`src/rtl/bcd_pkg.sv`:
```
// bcd_pkg: shared BCD digit type and sizing constants
package bcd_pkg;
  typedef logic [3:0] bcd_digit_t;
  localparam bcd_digit_t BCD_MAX = 4'd9;
  localparam int BCD_DIGITS = 3;
endpackage

```
`src/rtl/bcd_digit_inc.sv`:
```
// bcd_digit_inc: one combinational BCD +carry stage; bad port exists only with BCD_INVALID_DETECT_EN
module bcd_digit_inc
  import bcd_pkg::*;
(
  input  bcd_digit_t digit,
  input  logic       cin,
  output bcd_digit_t digit_out,
  output logic       cout
`ifdef BCD_INVALID_DETECT_EN
  ,
  output logic       bad
`endif
);
  logic top;
  // digits 10..15 saturate like 9 so a stray code still wraps and ripples
  always_comb begin
    top       = digit >= BCD_MAX;
    digit_out = !cin ? digit : top ? 4'd0 : digit + 4'd1;
    cout      = cin & top;
  end
`ifdef BCD_INVALID_DETECT_EN
  assign bad = digit > BCD_MAX;
`endif
endmodule

```
`src/rtl/bcd3_incrementor.sv`:
```
// bcd3_incrementor: registered 3-digit BCD +1 with carry; optional non-BCD error via BCD_INVALID_DETECT_EN
module bcd3_incrementor
  import bcd_pkg::*;
(
  input  logic       clk,
  input  logic       rst_n,
  input  logic       in_valid,
  input  bcd_digit_t digit0,
  input  bcd_digit_t digit1,
  input  bcd_digit_t digit2,
  output logic       out_valid,
  output bcd_digit_t out0,
  output bcd_digit_t out1,
  output bcd_digit_t out2,
  output logic       carry,
  output logic       err
);
  bcd_digit_t d [BCD_DIGITS];
  bcd_digit_t q [BCD_DIGITS];
  logic [BCD_DIGITS:0] c;
  logic det;
  assign d[0] = digit0;
  assign d[1] = digit1;
  assign d[2] = digit2;
  assign c[0] = 1'b1;
`ifdef BCD_INVALID_DETECT_EN
  logic [BCD_DIGITS-1:0] bad;
  assign det = |bad;
`else
  assign det = 1'b0;
`endif
  for (genvar i = 0; i < BCD_DIGITS; i++) begin : g_stage
    bcd_digit_inc u_inc (
      .digit    (d[i]),
      .cin      (c[i]),
      .digit_out(q[i]),
      .cout     (c[i+1])
`ifdef BCD_INVALID_DETECT_EN
      ,
      .bad      (bad[i])
`endif
    );
  end
  // result registers load only on accepted operands; a bad operand forces a zeroed result
  always_ff @(posedge clk or negedge rst_n) begin
    if (!rst_n) begin
      out_valid <= 1'b0;
      out0      <= '0;
      out1      <= '0;
      out2      <= '0;
      carry     <= 1'b0;
    end else begin
      out_valid <= in_valid;
      if (in_valid) begin
        out0  <= det ? 4'd0 : q[0];
        out1  <= det ? 4'd0 : q[1];
        out2  <= det ? 4'd0 : q[2];
        carry <= !det & c[BCD_DIGITS];
      end
    end
  end
`ifdef BCD_INVALID_DETECT_EN
  // error flag follows the legality of the most recent accepted operand
  always_ff @(posedge clk or negedge rst_n) begin
    if (!rst_n) err <= 1'b0;
    else if (in_valid) err <= det;
  end
`else
  assign err = 1'b0;
`endif
endmodule

```
`config.mk`:
```
export PLATFORM = sky130hd
export DESIGN_NAME = bcd3_incrementor
export DESIGN_NICKNAME = d
export VERILOG_FILES = /design/src/rtl/bcd_pkg.sv /design/src/rtl/bcd_digit_inc.sv /design/src/rtl/bcd3_incrementor.sv
export SDC_FILE = /design/constraint.sdc
export NUM_CORES = 1
export LEC_CHECK = 0
export ABC_CLOCK_PERIOD_IN_PS = 1200
export BUFFER_PORTS_ARGS = -buffer_cell sky130_fd_sc_hd__buf_2
export CAP_MARGIN = 20
export CORE_MARGIN = 3
export CORE_UTILIZATION = 52
export CTS_CLUSTER_DIAMETER = 30
export CTS_CLUSTER_SIZE = 20
export DETAILED_ROUTE_END_ITERATION = 8
export PLACE_DENSITY = 0.87
export SYNTH_ARGS = -nofsm -noshare
export SYNTH_HDL_FRONTEND = slang
export SYNTH_SLANG_ARGS = --single-unit
```
`constraint.sdc`:
```
create_clock -name clk -period 1.2 [get_ports clk]
set_input_delay 0.12 -clock clk [delete_from_list [all_inputs] [get_ports clk]]
set_output_delay 0.12 -clock clk [all_outputs]
set_load 0.005 [all_outputs]
```
==> results.cfg, run 1 <==
[run_status]
outcome = aborted with a tool error
failed_stage = 5_1_grt
firstError = [ERROR DPL-0033] detailed placement checks failed during check placement.

[synthesis]
synth_nets = 111
synth-seq-cells = 14
yosys-top-cells-area = dfrtp_1 (41%), ha_1 (13%), inv_1 (4.0%), nand2_1 (3.1%), nor2_1 (3.1%)
synth.distinct_cells = 33
synth-edff-count = 0
syn_inst = 87
yosysSeqAreaShare = 0.4106
yosysTopAreaCellShare = 0.4106
syn_avg_cell_area_um2 = 9.808
yosys_warnings = 0
syn-cell-area_um2 = 853.3
synth_flop_cell = dfrtp_1
async_flop_share = 1.000
synth.largest_area_cell = dfrtp_1

[sta]
repair-timing-grt-worst-ep = out1[2]$_DFFE_PN0P_/D
worst-ep-kind = register input

[place]
place_hpwl_um = 1703
portBuffers = 28
dp_worst_setup_slack_ps = -390.7
place.gp.congestion = 0.8336

[die]
start_util = 0.6030
die_w_um = 46.51
ios = 30
fp-row-count = 13
die_y_um = 46.51

[grt]
antenna_found_initial = 1
grt_max_degree = 15

[clock_tree]
cts-buffers-inserted = 3
clk_path_buf_depth = 2
cts_root_buffer = clkbuf_4
cts.sinks = 14
h-tree-depth = 1
## metrics by stage
stage	area (µm²)	hold WS (ps)	TNS, ps	std cells	util
after floorplan	904.6	-175.6	-540.3	87	-
after global placement	1180	27.14	-3034	145	0.8338
after detailed placement	1180	32.91	-3402	145	0.8338
after CTS	1297	102.2	0	151	0.9169
## what timing repair did
action,CTS
setup endpoints to repair,4
gates resized for setup,16
pin swaps,8
hold endpoints to repair,14
buffers inserted,1
hold buffers,1
## logic make-up after synthesis
logic type / synth area share
AND/OR/NAND/NOR: 0.1555
AO/OA/AOI/OAI: 0.2097
flip-flops: 0.4106
buffers and inverters: 0.05718
adder cells (fa/ha/maj): 0.1320
XOR/XNOR: 0.03080
other: 0.004395
## cells in the mapped netlist (2+ instances only)
cell type / count
inv_1: 9
nand2_1: 7
xnor2_1: 3
a21oi_1: 4
nor2_1: 7
or3b_4: 2
ha_1: 9
a22o_1: 2
o21ai_0: 2
nand3_1: 3
o2bb2ai_1: 3
a31oi_1: 2
dfrtp_1: 14
==> run 2, diff against run 1 <==
CORE_AREA = 3 3 64 66   (was not set)
CORE_MARGIN = not set   (was 3)
CORE_UTILIZATION = not set   (was 52)
CTS_CLUSTER_DIAMETER = not set   (was 30)
CTS_CLUSTER_SIZE = not set   (was 20)
DIE_AREA = 0 0 67 69   (was not set)
PLACE_DENSITY = not set   (was 0.87)
PLACE_DENSITY_LB_ADDON = 0.15   (was not set)
==> run 2 against run 1 <==
  * The run now ends clean
  * Synthesized cell count unchanged
  * Area after synthesis unchanged
==> results.cfg, run 2 <==
[synthesis]
syn_avg_cell_area_um2 = 9.808
synth.largest_area_cell = dfrtp_1
post-synth-top-count-cell = dfrtp_1
syn-cell-area_um2 = 853.3
syn_inst = 87
synth_flop_cell = dfrtp_1
synth-edff-count = 0
yosysSeqAreaShare = 0.4106
synth_nets = 111
async_flop_share = 1.000
synth-seq-cells = 14
yosys_warnings = 0
yosys-top-cells-count = dfrtp_1 (14), ha_1 (9), inv_1 (9)
yosys-top-cells-area = dfrtp_1 (41%), ha_1 (13%), inv_1 (4.0%), nand2_1 (3.1%), nor2_1 (3.1%)
synth.distinct_cells = 33
yosysTopAreaCellShare = 0.4106

[die]
die_y_um = 69
fp-row-count = 22
start_util = 0.2348
die_area_mm2 = 0.004623
core_area_mm2 = 0.003633
die_w_um = 67
ios = 30

[grt]
grt_max_degree = 15
grt_pass1_wl_um = 3974
antenna_found_initial = 0
grt_pass1_vias = 857
grt.overflow.total = 0
track_usage = 0.1085

[sta]
timing.setup.tns_ps = 0
rsz0062_at_grt = yes
final_hold_viol_count = 0
hold_ws_ps = 155.7
min_period_ps = 1195
max_freq_mhz = 837.0
period_share = 0.9956
drv_slew = 0
finClkSkew_ps = 0
finalSetupViolCount = 0

[finish]
layout_commonest_cell = buf_2
antenna-diode-count = 0
syn2layout_area_growth_pct = 68.62
largestRegisters = out0 (4), out1 (4), out2 (4)
layout.nets = 166
most-common-layout-cells = buf_2 (24), buf_4 (22), dfrtp_1 (14)
drive_gt1_frac = 0.5248

[run_status]
outcome = completed

[worst_setup_path]
reg2reg_slack_ps = 370
startpoint = digit1[1]
path_class = primary input to register
rr_worst_depth = 3
r2r_end = out2[2]
arrival_ps = 1380
cp.required_ps = 1380
reg2reg_from = out2[2]
cp-endpoint = out1[3]
end_kind = register
cp_max_fo = 5
critPathLaunchType = primary input

[power_and_ir_drop]
cellLeakagePower_nw = 0.6681
peakVddDrop_mv = 0.6897
power.density_mw_per_mm2 = 961.6

[drt]
wl_per_cell_um = 12.05
drt_iter0_drc = 22
remaining_drc_errors = 0
vias = 831
firstDrtPassIters = 3
via_per_inst = 4.397
totalWireLength_um = 2278
antenna_left = 0

[clock_tree]
clkTransAtPathRegs_ps = 60
cts.sinks = 14
cts-buffers-inserted = 3
h-tree-depth = 1
tritoncts = yes
cts_root_buffer = clkbuf_8
clk_path_buf_depth = 2
insertion_delay_ps = 240

[place]
portBuffers = 28
place_hpwl_um = 1741
place.gp.congestion = 0.7380

[min_path]
min_path_type = primary input to register

[run]
max_cap_viol_count = 0
==> run 2: worst min-delay path by stage <==
stage | from | end | slack [ps] | cells past startpoint
3_5_place_dp | rst_n | out0[1] | 50 | 1
3_3_place_gp | rst_n | out0[1] | 50 | 1
6_report | digit2[3] | out2[3] | 160 | 3
4_1_cts | digit1[2] | out1[2] | 170 | 3
2_1_floorplan | rst_n | carry | -180 | 0
5_1_grt | digit2[3] | out2[3] | 170 | 3
==> run 2: cell families after synthesis <==
| kind of cell | after synthesis | share of synthesized area |
|---|---|---|
| and+or+nand+nor | 25 | 0.1555 |
| AOI/OAI and AO/OA | 23 | 0.2097 |
| DFF | 14 | 0.4106 |
| buffers and inverters | 12 | 0.05718 |
| adders and majority gates | 9 | 0.1320 |
| xor gates and xnor gates | 3 | 0.03080 |
| other | 1 | 0.004395 |
==> run 2: stage by stage <==
stage	instance area (µm²)	total power [W]	utilization	setup slack (ps)	cells
final	1439	0.001384	0.3960	5.241	189
after global routing	1439	0.001478	0.3960	-33.40	189
after CTS	1409	0.001395	0.3877	-8.640	188
after detailed placement	1221	0.0008796	0.3361	-389.1	178
after global placement	1221	0.0008774	0.3361	-367.5	178
after floorplan	904.6	0.0007000	-	-106.1	87
==> run 2: layout make-up <==
class	instances	area (µm²)
Tap cell	48	60.06
Sequential cell	14	350.3
Inverter	10	55.05
Timing Repair Buffer	52	359.1
Fill cell	385	2195
Multi-Input combinational cell	61	559.3
Clock buffer	4	55.05
==> run 2: where the power goes <==
group | internal, W | switching, W | total, W | leakage [nW]
registers | 0.000523 | 0.0000281 | 0.000551 | 0.172
clock network | 0.000290 | 0.000168 | 0.000458 | 0.0288
logic | 0.000199 | 0.000175 | 0.000374 | 0.467
total | 0.00101 | 0.000371 | 0.00138 | 0.668
==> run 2: timing repair <==
item                                   in CTS  in global routing
setup endpoints to repair                   7                  8
buffers inserted                            5                  1
resized for setup                          20                  5
hold buffers                                1                  0
pin swaps                                  15                  2
endpoints found under the hold margin      14                  0
cloned                                      0                  0
==> run 2: layer usage <==
metal | GRT usage | part of all wire | vias up
li1 | - | - | 415
met1 | 0.1456 | 0.45 | 395
met2 | 0.1692 | 0.49 | 19
met3 | 0.03583 | 0.057 | 2
met4 | 0.02027 | 0.0048 | 0
met5 | 0 | 0 | -
==> run 2: critical path: stages <==
cell and delay [ps]:
buf_8 110, inv_8 50, ha_4 110, or3b_4 420, a41oi_4 300, buf_4 150, a22o_1 120
Note: power is estimated with default switching activity, not from simulation.
